`src/rtl/pipe_pkg.sv`:
```
// Shared definitions for the 16-bit pipeline: opcodes, instruction field
// positions, ID/EX bundle widths and the opcode decoder.
package pipe_pkg;

    localparam int OP_W  = 4;
    localparam int IMM_W = 6;

    localparam logic [OP_W-1:0] OP_NOP  = 4'd0;
    localparam logic [OP_W-1:0] OP_ADD  = 4'd1;
    localparam logic [OP_W-1:0] OP_SUB  = 4'd2;
    localparam logic [OP_W-1:0] OP_AND  = 4'd3;
    localparam logic [OP_W-1:0] OP_OR   = 4'd4;
    localparam logic [OP_W-1:0] OP_ADDI = 4'd5;
    localparam logic [OP_W-1:0] OP_LD   = 4'd6;
    localparam logic [OP_W-1:0] OP_ST   = 4'd7;

    localparam int OP_MSB  = 15;
    localparam int OP_LSB  = 12;
    localparam int RD_MSB  = 11;
    localparam int RD_LSB  = 10;
    localparam int RS1_MSB = 9;
    localparam int RS1_LSB = 8;
    localparam int RS2_MSB = 7;
    localparam int RS2_LSB = 6;
    localparam int IMM_MSB = 5;
    localparam int IMM_LSB = 0;

    typedef struct packed {
        logic legal;
        logic use1;
        logic use2;
        logic wen;
        logic is_load;
        logic is_store;
    } dec_t;

    // Opcodes 8-15 leave everything clear, i.e. an illegal NOP.
    function automatic dec_t decode(input logic [OP_W-1:0] op);
        dec_t d;
        d = '0;
        case (op)
            OP_NOP: d.legal = 1'b1;
            OP_ADD, OP_SUB, OP_AND, OP_OR: begin
                d.legal = 1'b1;
                d.use1  = 1'b1;
                d.use2  = 1'b1;
                d.wen   = 1'b1;
            end
            OP_ADDI: begin
                d.legal = 1'b1;
                d.use1  = 1'b1;
                d.wen   = 1'b1;
            end
            OP_LD: begin
                d.legal   = 1'b1;
                d.use1    = 1'b1;
                d.wen     = 1'b1;
                d.is_load = 1'b1;
            end
            OP_ST: begin
                d.legal    = 1'b1;
                d.use1     = 1'b1;
                d.use2     = 1'b1;
                d.is_store = 1'b1;
            end
            default: d = '0;
        endcase
        return d;
    endfunction

endpackage

```
`src/rtl/id_bypass_mux.sv`:
```
// Operand select for one source register. With ID_FWD_EN: EX/MEM/WB bypass and
// load-use hazard; without it: register file only, hazard on any pending write.
module id_bypass_mux #(
    parameter int WIDTH = 16,
    parameter int ADDR  = 2
) (
    input  logic             i_use,
    input  logic [ADDR-1:0]  i_rs,
    input  logic             i_ex_wen,
    input  logic             i_ex_is_load,
    input  logic [ADDR-1:0]  i_ex_rd,
    input  logic [WIDTH-1:0] i_ex_result,
    input  logic             i_mem_wen,
    input  logic [ADDR-1:0]  i_mem_rd,
    input  logic [WIDTH-1:0] i_mem_result,
    input  logic             i_wb_wen,
    input  logic [ADDR-1:0]  i_wb_rd,
    input  logic [WIDTH-1:0] i_wb_data,
    input  logic [WIDTH-1:0] i_rf_data,
    output logic [WIDTH-1:0] o_opnd,
    output logic             o_hazard
);

    logic w_ex_hit;
    logic w_mem_hit;
    logic w_wb_hit;

    assign w_ex_hit  = i_ex_wen  && (i_ex_rd  == i_rs);
    assign w_mem_hit = i_mem_wen && (i_mem_rd == i_rs);
    assign w_wb_hit  = i_wb_wen  && (i_wb_rd  == i_rs);

`ifdef ID_FWD_EN
    // WB bypass also covers the rf returning stale data during a same-cycle write.
    always_comb begin
        o_opnd = '0;
        if (i_use) begin
            if (w_ex_hit && !i_ex_is_load) o_opnd = i_ex_result;
            else if (w_mem_hit)            o_opnd = i_mem_result;
            else if (w_wb_hit)             o_opnd = i_wb_data;
            else                           o_opnd = i_rf_data;
        end
    end

    assign o_hazard = i_use && w_ex_hit && i_ex_is_load;
`else
    logic w_unused_fwd;

    assign w_unused_fwd = ^{i_ex_is_load, i_ex_result, i_mem_result, i_wb_data};
    assign o_opnd       = i_use ? i_rf_data : '0;
    assign o_hazard     = i_use && (w_ex_hit || w_mem_hit || w_wb_hit);
`endif

endmodule

```
`src/rtl/id_stage.sv`:
```
// Decode/operand-fetch stage; 1-cycle latency into the ID/EX register. Build option ID_FWD_EN.
// Backpressure: id_ready drops combinationally on a source hazard; IF must hold if_instr.
module id_stage
    import pipe_pkg::*;
#(
    parameter int WIDTH = 16,
    parameter int ADDR  = 2
) (
    input  logic             clk,
    input  logic             rst,
    input  logic             if_valid,
    input  logic [15:0]      if_instr,
    output logic             id_ready,
    input  logic             flush,
    output logic             rf_r1_en,
    output logic             rf_r2_en,
    output logic [ADDR-1:0]  rf_r1_addr,
    output logic [ADDR-1:0]  rf_r2_addr,
    input  logic [WIDTH-1:0] rf_r1_data,
    input  logic [WIDTH-1:0] rf_r2_data,
    input  logic             ex_wen,
    input  logic             ex_is_load,
    input  logic [ADDR-1:0]  ex_rd,
    input  logic [WIDTH-1:0] ex_result,
    input  logic             mem_wen,
    input  logic [ADDR-1:0]  mem_rd,
    input  logic [WIDTH-1:0] mem_result,
    input  logic             wb_wen,
    input  logic [ADDR-1:0]  wb_rd,
    input  logic [WIDTH-1:0] wb_data,
    output logic             idex_valid,
    output logic [OP_W-1:0]  idex_op,
    output logic [ADDR-1:0]  idex_rd,
    output logic             idex_wen,
    output logic             idex_is_load,
    output logic             idex_is_store,
    output logic [WIDTH-1:0] idex_a,
    output logic [WIDTH-1:0] idex_b,
    output logic [WIDTH-1:0] idex_imm
);

    logic [OP_W-1:0]  w_op;
    logic [ADDR-1:0]  w_rd;
    logic [ADDR-1:0]  w_rs1;
    logic [ADDR-1:0]  w_rs2;
    logic [IMM_W-1:0] w_imm;
    dec_t             w_dec;
    logic [WIDTH-1:0] w_a;
    logic [WIDTH-1:0] w_b;
    logic             w_hz1;
    logic             w_hz2;
    logic             w_transfer;
    logic             w_issue;

    logic             r_valid;
    logic [OP_W-1:0]  r_op;
    logic [ADDR-1:0]  r_rd;
    logic             r_wen;
    logic             r_is_load;
    logic             r_is_store;
    logic [WIDTH-1:0] r_a;
    logic [WIDTH-1:0] r_b;
    logic [WIDTH-1:0] r_imm;

    assign w_op  = if_instr[OP_MSB:OP_LSB];
    assign w_rd  = if_instr[RD_MSB:RD_LSB];
    assign w_rs1 = if_instr[RS1_MSB:RS1_LSB];
    assign w_rs2 = if_instr[RS2_MSB:RS2_LSB];
    assign w_imm = if_instr[IMM_MSB:IMM_LSB];
    assign w_dec = decode(w_op);

    assign rf_r1_en   = if_valid && w_dec.use1;
    assign rf_r2_en   = if_valid && w_dec.use2;
    assign rf_r1_addr = w_rs1;
    assign rf_r2_addr = w_rs2;

    id_bypass_mux #(.WIDTH(WIDTH), .ADDR(ADDR)) u_mux_a (
        .i_use        (w_dec.use1),
        .i_rs         (w_rs1),
        .i_ex_wen     (ex_wen),
        .i_ex_is_load (ex_is_load),
        .i_ex_rd      (ex_rd),
        .i_ex_result  (ex_result),
        .i_mem_wen    (mem_wen),
        .i_mem_rd     (mem_rd),
        .i_mem_result (mem_result),
        .i_wb_wen     (wb_wen),
        .i_wb_rd      (wb_rd),
        .i_wb_data    (wb_data),
        .i_rf_data    (rf_r1_data),
        .o_opnd       (w_a),
        .o_hazard     (w_hz1)
    );

    id_bypass_mux #(.WIDTH(WIDTH), .ADDR(ADDR)) u_mux_b (
        .i_use        (w_dec.use2),
        .i_rs         (w_rs2),
        .i_ex_wen     (ex_wen),
        .i_ex_is_load (ex_is_load),
        .i_ex_rd      (ex_rd),
        .i_ex_result  (ex_result),
        .i_mem_wen    (mem_wen),
        .i_mem_rd     (mem_rd),
        .i_mem_result (mem_result),
        .i_wb_wen     (wb_wen),
        .i_wb_rd      (wb_rd),
        .i_wb_data    (wb_data),
        .i_rf_data    (rf_r2_data),
        .o_opnd       (w_b),
        .o_hazard     (w_hz2)
    );

    // Flush does not touch id_ready; IF drops the instruction itself on redirect.
    assign id_ready   = !(if_valid && (w_hz1 || w_hz2));
    assign w_transfer = if_valid && id_ready;
    assign w_issue    = w_transfer && w_dec.legal && !flush;

    always_ff @(posedge clk or posedge rst) begin
        if (rst) begin
            r_valid    <= 1'b0;
            r_op       <= '0;
            r_rd       <= '0;
            r_wen      <= 1'b0;
            r_is_load  <= 1'b0;
            r_is_store <= 1'b0;
            r_a        <= '0;
            r_b        <= '0;
            r_imm      <= '0;
        end else begin
            r_valid    <= w_issue;
            r_wen      <= w_issue && w_dec.wen;
            r_is_load  <= w_issue && w_dec.is_load;
            r_is_store <= w_issue && w_dec.is_store;
            if (w_transfer) begin
                r_op  <= w_dec.legal ? w_op : OP_NOP;
                r_rd  <= w_rd;
                r_a   <= w_a;
                r_b   <= w_b;
                r_imm <= {{(WIDTH-IMM_W){w_imm[IMM_W-1]}}, w_imm};
            end
        end
    end

    assign idex_valid    = r_valid;
    assign idex_op       = r_op;
    assign idex_rd       = r_rd;
    assign idex_wen      = r_wen;
    assign idex_is_load  = r_is_load;
    assign idex_is_store = r_is_store;
    assign idex_a        = r_a;
    assign idex_b        = r_b;
    assign idex_imm      = r_imm;

endmodule

```
`config.mk`:
```
export PLATFORM = sky130hd
export DESIGN_NAME = id_stage
export DESIGN_NICKNAME = d
export VERILOG_FILES = /design/src/rtl/pipe_pkg.sv /design/src/rtl/id_bypass_mux.sv /design/src/rtl/id_stage.sv
export SDC_FILE = /design/constraint.sdc
export NUM_CORES = 1
export LEC_CHECK = 0
export ABC_AREA = 1
export BUFFER_PORTS_ARGS = -buffer_cell sky130_fd_sc_hd__buf_2
export CAP_MARGIN = 20
export CELL_PAD_IN_SITES_DETAIL_PLACEMENT = 1
export CELL_PAD_IN_SITES_GLOBAL_PLACEMENT = 1
export CORE_MARGIN = 2
export CORE_UTILIZATION = 29
export CTS_CLUSTER_SIZE = 14
export DETAILED_ROUTE_END_ITERATION = 6
export PLACE_DENSITY_LB_ADDON = 0.1
export SYNTH_ARGS = -nofsm -noshare
export SYNTH_HDL_FRONTEND = slang
export SYNTH_SLANG_ARGS = --single-unit
```
`constraint.sdc`:
```
create_clock -name clk -period 2.7 [get_ports clk]
set_input_delay 0.27 -clock clk [delete_from_list [all_inputs] [get_ports clk]]
set_output_delay 0.27 -clock clk [all_outputs]
set_load 0.005 [all_outputs]
```
==> metrics, run 1 <==
NetSw=499 uW; worst hold path class=input pin to asynchronous set/reset pin; placed standard-cell area=roughly 2900 sq um; TritonCTS clock tree=done; Hold Worst Slack=22.6 ps; max-slew violations=0; DR vias=roughly 2.2k; Hold Vio Cnt, Final=0; Skew-Pair Late Insertion Delay=300 ps; FF+latch area=1200 sq um; Setup CP Type=input pin to output pin; Multi-input gate area=822 sq um; GR Util All Layers=0.156; Synth Instances=between 200 and 300; Mapped Area=between 2000 and 2500 sq um; measured slew at the worst slew-check pin=593 ps; drt wl/cell=12.7 um; status=complete, no violations; Hold-fix buffers, CTS=0; routed wire length=~6400 um; TritonCTS buffer count=5; DRT Pass-1 Iters=4; initial antenna violation count=0; Max Cap Viol=0; clk_skew=0 ps; drt initial violations=55; Reg power frac=0.513; DRC violations left=0; Chip Height=93.2 um; fill count=1020; die area=8690 sq um; Worst Path Required=2430 ps; Slew headroom=0.604; post-route cell area=a little under 3000 sq um; arrival time worst endpoint=1430 ps; Final ANT Viol Nets=0; largest net degree at the start of global routing=between 40 and 50; Min Clock Period, post-route=about 1700 ps; I/O pins=175; worst-path maximum fanout=13; CORE AREA=7730 sq um; share of cells above drive strength 1=0.369; die width=93.2 um; sw frac=0.305; initial core utilization=0.299; first-pass GRT wire length=10800 um; unrepaired setup endpoints after global routing=false; clk buf depth=2; power share of the clock group=0.260; final-stage net count=510; combinational power share=0.227; Synth warnings=0; Synthesized Nets=399; root buf cell=clkbuf_8; gpl congestion=0.825; Post-DP HPWL=4810 um; Post-CTS Setup Inserts=0; I/O Buffers=125; setup slack, reg-to-reg=1950 ps; Final Setup Violations=0; syn_area_per_cell=7.99 sq um; Resized cells post-CTS=0; FP Rows=32; Tcrit/Tclk final=0.630; area grow syn2layout=29.1%; Leak=0.00187 uW; grt total ovfl=0; CP Capture Type=output pin; post-synthesis cell type count=18; Internal Pwr Total=1130 uW; vias in the first global route=about 2.3k; clk slew on worst S/H paths=90 ps; synthesized flop and latch total=48; maximum clock frequency=0.588 GHz; Num Clock Sinks=48; VDD IR-drop max=roughly 0.00020 V; Via density=4.39; sequential area share after synthesis=0.520; CP startpoint kind=input pin; power per cell area=548 nW/um^2; setup_tns=0 ps; htree depth=2; Inserted Diodes=0
-- stage by stage --
stage	util	cells	power, uW	setup WS [ps]
5_1_grt	0.386	503	1750	849
4_1_cts	0.386	503	1670	984
3_3_place_gp	0.375	495	1230	841
2_1_floorplan	-	289	1080	1290
6_report	0.386	503	1630	1000
3_5_place_dp	0.375	495	1240	819
-- power by group through the flow --
| stage | clock network, uW | registers, uW | logic [uW] |
|---|---|---|---|
| after global placement | 0 | 850 | 377 |
| after CTS | 446 | 840 | 383 |
| after floorplan | 0 | 862 | 215 |
| after detailed placement | 0 | 854 | 382 |
| final | 425 | 839 | 370 |
| after global routing | 474 | 850 | 428 |
-- path summary, 6_finish.rpt --
kind,from,to,cells past startpoint
worst max-delay path,if_instr[13],rf_r2_en,8
worst min-delay path,rst,idex_b[11],2
worst max register to register,idex_imm[5],idex_imm[5],2
worst min register to register,idex_b[13],idex_b[13],2
max in group asynchronous,rst,idex_op[0],3
min in group clk,if_instr[2],idex_imm[2],3
-- cells in the mapped netlist (all sizes together) --
cell type  count  area share
a21oi          7       0.015
o21ai          1      0.0022
dfrtp         48        0.52
nor2           8       0.020
nand3         43       0.093
inv           24       0.040
nand3b         1      0.0033
buf           24       0.082
clkinv         1      0.0016
nand2        132        0.22
-- area by class of cell --
class,instances,share of cell area
Clock buffer,5,0.0231
Tap cell,102,0.0428
Clock inverter,3,0.00629
Inverter,25,0.0323
Sequential cell,48,0.403
Multi-Input combinational cell,192,0.276
Timing Repair Buffer,128,0.217
-- critical path, cell delays in order --
cell and delay, ps:
buf_2 120, nor2_2 150, nor2_1 60, nand2_1 70, nand2_1 80, nand2_1 70
clkinv_1 330, buf_2 260
-- state kept, by name, indices dropped and copies added, names as in the netlist --
signal and flops:
idex_a 16, idex_b 16, idex_imm 6, idex_op 4, idex_rd 2, idex_is_load 1
idex_is_store 1, idex_valid 1, idex_wen 1
-- layer usage --
layer / wire (um) / share of wire / track usage
met5: 0 / 0 / 0
met4: 58 / 0.0091 / 0.0404
met3: 377 / 0.059 / 0.0298
met2: 3150 / 0.49 / 0.278
met1: 2820 / 0.44 / 0.192
-- cell families (layout without fill, tap and decap cells) --
logic type	Yosys count	count (layout)	synth area share
buffers and inverters	49	161	0.124
and+or+nand+nor	184	184	0.339
DFF	48	48	0.520
AOI/OAI and AO/OA	8	8	0.0173
-- placed cells by master, fill, tap and decap left out, drive strengths merged --
cell    synthesis  layout
nand2         132     132
clkinv          1       4
clkbuf          0       5
nand3          43      43
inv            24      24
nor2            8       8
nand3b          1       1
dfrtp          48      48
o21ai           1       1
a21oi           7       7
buf            24     128
(Power assumes the default switching activity.)
==> run 2: changes to the inputs <==
--- a/config.mk
+++ b/config.mk
@@ -5,13 +5,13 @@
 export SDC_FILE = /design/constraint.sdc
 export NUM_CORES = 1
 export LEC_CHECK = 0
-export ABC_AREA = 1
+export ABC_AREA = 0
 export BUFFER_PORTS_ARGS = -buffer_cell sky130_fd_sc_hd__buf_2
 export CAP_MARGIN = 20
 export CELL_PAD_IN_SITES_DETAIL_PLACEMENT = 1
 export CELL_PAD_IN_SITES_GLOBAL_PLACEMENT = 1
 export CORE_MARGIN = 2
-export CORE_UTILIZATION = 29
+export CORE_UTILIZATION = 28
 export CTS_CLUSTER_SIZE = 14
 export DETAILED_ROUTE_END_ITERATION = 6
 export PLACE_DENSITY_LB_ADDON = 0.1
==> constraint.sdc (replaced) <==
create_clock -name clk -period 1.65 [get_ports clk]
set_input_delay 0.165 -clock clk [delete_from_list [all_inputs] [get_ports clk]]
set_output_delay 0.165 -clock clk [all_outputs]
set_load 0.005 [all_outputs]
==> run 2 against run 1 <==
Against the previous run: area after synthesis up 2.9%; clock power rose by 73%; clock-buffer cell count increased by 2; die area up 6.3%; worst setup slack lost 940 ps; clock skew is the same; critical path type is now input pin to flip-flop; critical endpoint is now idex_op[0].
==> metrics, run 2 <==
status=complete, no violations; Synthesized Nets=328 (-18%); setup slack, reg-to-reg=770 ps (-1180 ps); largest net degree at the start of global routing=33 (-27%); Worst Path Required=1830 ps (-600 ps); ys flop type=dfrtp_1; largest area contributor in the netlist=dfrtp_1; I/O pins=175 (unchanged); reg2reg end=idex_imm[5]; power per cell area=911 nW/um^2 (+66%); die width=96.1 um (+3.1%); post-route cell area=3330 sq um (+12%); htree depth=2 (unchanged); GR Util All Layers=0.140 (-0.0157); setup_tns=0 ps (unchanged); max-slew violations=0 (unchanged); Num Clock Sinks=48 (unchanged); NetSw=874 uW (+75%); synth cell count leaders=dfrtp_1, inv_1, mux2i_1, nand2_1, buf_4; Leak=0.00182 uW (-2.9%); CP Cell Sequence=buf_2 -> xnor2_1 -> and3_1 -> o31a_1 -> nor3b_4 -> buf_12 -> buf_4 -> mux2_4; Min Clock Period, post-route=around 1600 ps; worst-path maximum fanout=16 (+3); FP Rows=33 (+3.1%); drt wl/cell=14.0 um (+10%); Synth area leaders=dfrtp_1, mux2i_1, buf_4; Slew headroom=0.606 (+0.00221); DR vias=1978 (-10%); first-pass GRT wire length=9750 um (-10%); final-stage net count=462 (-9.4%); Final Setup Violations=0 (unchanged); share of cells above drive strength 1=0.487 (+0.118); Final ANT Viol Nets=0 (unchanged); most common cell in the netlist=dfrtp_1; vias in the first global route=1934 (-15%); power share of the clock group=0.242 (-0.018); Mapped Area=2380 sq um (+2.9%); gpl congestion=0.707 (-14%); CP Capture Type=flip-flop; Skew-Pair Late Insertion Delay=300 ps (about the same); routed wire length=6430 um (+0.30%); initial core utilization=0.289 (-0.00973); CP startpoint kind=input pin; combinational power share=0.285 (+0.058); I/O Buffers=125 (unchanged); area share of the largest cell type after synthesis=0.506 (-0.0145); worst hold path class=input pin to flip-flop; Tcrit/Tclk final=0.962; VDD IR-drop max=0.000274 V (+34%); area grow syn2layout=40.0%; hold path cells=2; TritonCTS clock tree=done; sw frac=0.288 (-0.0171); Reg-to-Reg Start=idex_imm[5]; Inserted Diodes=0 (unchanged); synthesized flop and latch total=48 (unchanged); Synth Instances=218 (-25%); final core occ=0.405 (+0.0189); final non-filler cell total=458 (-8.9%); most common cell after layout, fill and taps aside=buf_2; commonest cells after routing, fill and taps aside=buf_2, dfrtp_1, inv_1, nand2_1, mux2i_1; Async SR Flop Fraction=1.00 (unchanged); die area=9240 sq um (+6.3%); worst stage delay on the critical path=330 ps (about the same); placed standard-cell area=3160 sq um (+9.2%); TritonCTS buffer count=5 (unchanged); Setup CP Type=input pin to flip-flop; arrival time worst endpoint=1770 ps (+340 ps); syn_area_per_cell=10.9 sq um (+36%); Hold Path Origin=if_instr[11]; slowest CP cell=o31a_1; Hold Worst Slack=92.9 ps (+70.3 ps); Hold Vio Cnt, Final=0 (unchanged); Max Cap Viol=0 (unchanged); maximum clock frequency=0.630 GHz; dpl cells=444 (-10%); grt total ovfl=0 (unchanged); Synth warnings=0 (unchanged); drt initial violations=23 (-58%); clk buf depth=2 (unchanged); Chip Height=96.1 um (+3.1%); unrepaired setup endpoints after global routing=false; sequential area share after synthesis=0.506 (-0.0145); post-synthesis cell type count=26 (+8); root buf cell=clkbuf_8; DRT Pass-1 Iters=4 (unchanged); clk_skew=0 ps (unchanged); Reg2Reg Depth=1 (-1); Via density=4.32 (-1.7%); Hold Path End=idex_rd[1]; EDFF count, synth=0 (unchanged); measured slew at the worst slew-check pin=589 ps (-4.63 ps); clk slew on worst S/H paths=90 ps (about the same); Reg power frac=0.473 (-0.040); initial antenna violation count=0 (unchanged); Post-DP HPWL=5010 um (+4.2%); CORE AREA=8220 sq um (+6.3%); Internal Pwr Total=2160 uW (+90%); DRC violations left=0 (unchanged)
## run 2: changes by cell type after synthesis, sizes merged, moves of 5 or more
cell / before / now
nand3: 43 / 4
inv: 24 / 34
a21oi: 7 / 0
mux2: 0 / 11
mux2i: 0 / 32
nand2: 132 / 32
buf: 24 / 19
xnor2: 0 / 13
nor2: 8 / 2
## run 2: timing repair
item,4_1_cts,5_1_grt
hold buffers,1,0
setup endpoints to repair,0,2
setup buffers,0,5
endpoints found under the hold margin,16,0
gates resized for setup,0,2
## run 2: logic make-up (layout without fill, tap and decap cells)
logic type / count (synthesis) / in the layout / share of synthesized area
flip-flops: 48 / 48 / 0.506
AO/OA/AOI/OAI: 4 / 4 / 0.0179
AND/OR/NAND/NOR: 54 / 54 / 0.109
multiplexers: 43 / 43 / 0.198
buffers and inverters: 56 / 191 / 0.122
XOR/XNOR: 13 / 13 / 0.0479
## run 2: area by class of cell
type,instances,area [sq um]
tap,105,131
sequential,48,1200
clock buffer,7,86.3
inverter,34,128
multi-input combinational,114,915
clock inverter,1,7.51
fill,985,4890
timing repair buffer,149,858
## run 2: routing by layer
layer / wire, um / track usage
met2: 3210 / 0.243
met4: 68 / 0.0393
met3: 419 / 0.0329
met1: 2730 / 0.173
met5: 0 / 0
## run 2: through the flow
stage,setup WS (ps),power (uW)
2_1_floorplan,5.39,1920
3_3_place_gp,-171,2290
3_5_place_dp,-219,2310
4_1_cts,48.8,3060
5_1_grt,6.27,3250
6_report,63.5,3030
## run 2: worst max-delay path by stage
stage / startpoint / endpoint / slack (ps) / cells after the start
floorplan: if_instr[7] / idex_imm[0] / 5 / 7
global placement: if_instr[7] / idex_imm[3] / -170 / 7
detailed placement: if_instr[7] / idex_b[1] / -220 / 8
CTS: if_instr[7] / idex_b[1] / 50 / 8
global route: if_instr[12] / rf_r1_en / 6 / 6
finish: if_instr[7] / idex_op[0] / 60 / 8
## run 2: power groups by stage
stage | combinational [uW] | sequential (uW) | clock [uW]
final | 863 | 1430 | 734
after global routing | 967 | 1460 | 825
after CTS | 855 | 1440 | 770
after detailed placement | 847 | 1460 | 0
after global placement | 835 | 1450 | 0
after floorplan | 453 | 1470 | 0
## run 2: critical path, delay by kind of cell
family	cells	cell delay [ps]
buffers and inverters	3	440
AND/OR/NAND/NOR	2	410
AO/OA/AOI/OAI	1	330
multiplexers	1	280
XOR/XNOR	1	120
==> run 3: changes to the inputs <==
--- a/config.mk
+++ b/config.mk
@@ -14,7 +14,7 @@
 export CORE_UTILIZATION = 28
 export CTS_CLUSTER_SIZE = 14
 export DETAILED_ROUTE_END_ITERATION = 6
-export PLACE_DENSITY_LB_ADDON = 0.1
+export PLACE_DENSITY = 0.87
 export SYNTH_ARGS = -nofsm -noshare
 export SYNTH_HDL_FRONTEND = slang
 export SYNTH_SLANG_ARGS = --single-unit
==> run 3 against run 2 <==
Against the previous run: sequential cell count is the same; largest power group unchanged; routed wire length increased by 1.6%; utilization fell by 0.43 points; hold slack better by 11 ps; largest cell class unchanged; clock-buffer cell count shrank 1; non-clock buffer count fell by 1; register-to-register slack about the same; clock power fell by 12%; power fell by 3.0%; clock skew unchanged; via count fell by 0.86%; first-iteration DRC count down 26%.
==> metrics, run 3 (synthesis results as in run 2) <==
status=complete, no violations; htree depth=2 (unchanged); CP startpoint kind=input pin; arrival time worst endpoint=1760 ps (about the same); Via density=4.30 (-0.42%); Inserted Diodes=0 (unchanged); CP Launch Point=if_instr[7]; final core occ=0.401 (-0.00426); Post-DP HPWL=5260 um (+5.1%); Final Setup Violations=0 (unchanged); power per cell area=894 nW/um^2 (-1.9%); Leak=0.00181 uW (-0.51%); Hold Path Origin=if_instr[4]; Skew-Pair Late Insertion Delay=290 ps (about the same); Tcrit/Tclk final=0.941 (-0.0209); clk_skew=0 ps (unchanged); power share of the clock group=0.220 (-0.022); dpl cells=446 (+0.45%); Hold Vio Cnt, Final=0 (unchanged); area grow syn2layout=38.5%; NetSw=846 uW (-3.2%); VDD IR-drop max=0.000336 V (+22%); Setup CP Type=input pin to flip-flop; I/O Buffers=125 (unchanged); unrepaired setup endpoints after global routing=false; CP Capture Type=flip-flop; I/O pins=175 (unchanged); CP Cell Sequence=buf_2 -> xnor2_1 -> and3_1 -> o31a_1 -> nor3b_4 -> buf_6 -> buf_12 -> buf_4 -> mux2i_1; worst stage delay on the critical path=330 ps (about the same); final-stage net count=461 (-0.22%); largest net degree at the start of global routing=32 (-3.0%); die area=9240 sq um (unchanged); DRC violations left=0 (unchanged); initial core utilization=0.289 (unchanged); Max Cap Viol=0 (unchanged); gpl congestion=0.748 (+5.8%); Reg power frac=0.489 (+0.016); maximum clock frequency=0.644 GHz (+2.2%); routed wire length=6530 um (+1.6%); worst-path maximum fanout=10 (-6); measured slew at the worst slew-check pin=539 ps (-50.0 ps); CORE AREA=8220 sq um (unchanged); clk slew on worst S/H paths=80 ps (about the same); worst hold path class=input pin to flip-flop; Worst Path Required=1860 ps (+30 ps); hold path cells=2 (unchanged); clk buf depth=2 (unchanged); Num Clock Sinks=48 (unchanged); WP depth=9 (+1); final non-filler cell total=456 (-0.44%); worst path buffer plus inverter count=4 (+1); Final ANT Viol Nets=0 (unchanged); GR Util All Layers=0.140 (-0.000396); vias in the first global route=2100 (+8.6%); Internal Pwr Total=2100 uW (-2.8%); TritonCTS buffer count=5 (unchanged); Slew headroom=0.640 (+0.0344); grt total ovfl=0 (unchanged); drt wl/cell=14.3 um (+2.0%); Reg2Reg Depth=1 (unchanged); commonest cells after routing, fill and taps aside=buf_2, dfrtp_1, inv_1, nand2_1, mux2i_1; root buf cell=clkbuf_8; CP delay by family, top=buffers and inverters; sw frac=0.287 (-0.000786); TritonCTS clock tree=done; initial antenna violation count=0 (unchanged); Min Clock Period, post-route=1550 ps (-34.4 ps); die width=96.1 um (unchanged); Reg-to-Reg Start=idex_imm[5]; max-slew violations=0 (unchanged); first-pass GRT wire length=9940 um (+1.9%); share of cells above drive strength 1=0.481 (-0.00577); Tot Pwr=2940 uW (-3.0%); Hold Worst Slack=104 ps (+10.9 ps); DR vias=1961 (-0.86%); setup slack, reg-to-reg=760 ps (about the same); Chip Height=96.1 um (unchanged); combinational power share=0.291 (+0.006); FP Rows=33 (unchanged); DRT Pass-1 Iters=4 (unchanged); drt initial violations=17 (-26%); slowest CP cell=o31a_1; most common cell after layout, fill and taps aside=buf_2
==> run 3: per-layer routing <==
metal  up-vias  track usage  part of all wire  wire (um)
met1       943        0.160              0.40       2600
met4         0       0.0393             0.011         72
met3         5       0.0313             0.068        446
met2        78        0.258              0.52       3420
li1        935            -                 -          -
met5         -            0                 0          0
==> run 3: what timing repair did <==
action,4_1_cts,5_1_grt
buffers inserted,0,1
cloned,0,1
hold buffers,1,0
hold endpoints to repair,17,0
setup endpoints to repair,1,17
resized for setup,1,1
pin swaps,0,1
==> run 3: area by class of cell <==
| cell class | instances | area [sq um] |
|---|---|---|
| flip-flops and latches | 48 | 1200 |
| inverters | 34 | 128 |
| multi-input cells | 114 | 907 |
| well taps | 105 | 131 |
| clock inverters | 1 | 5.00 |
| clock buffers | 6 | 72.6 |
| fillers | 999 | 4920 |
| repair buffers | 148 | 847 |
==> run 3: per-stage QoR <==
stage / TNS, ps / setup WS [ps] / area [sq um]
floorplan: 0 / 5.39 / 2390
global placement: -6260 / -169 / 3170
detailed placement: -8670 / -250 / 3170
CTS: 0 / 60.8 / 3260
global route: 0 / 3.45 / 3290
finish: 0 / 97.9 / 3290
==> run 3: power groups by stage <==
stage          Combinational (uW)  Sequential, uW  Clock, uW
2_1_floorplan                 453            1470          0
3_3_place_gp                  813            1450          0
3_5_place_dp                  853            1460          0
4_1_cts                       859            1440        678
5_1_grt                       959            1460        720
6_report                      856            1440        648
==> run 3: final timing paths <==
check | to
worst min register to register | idex_op[3]
min in group asynchronous | idex_a[11]
max in group asynchronous | idex_b[15]
worst max register to register | idex_imm[5]
worst min-delay path | idex_imm[4]
worst max-delay path | idex_a[1]
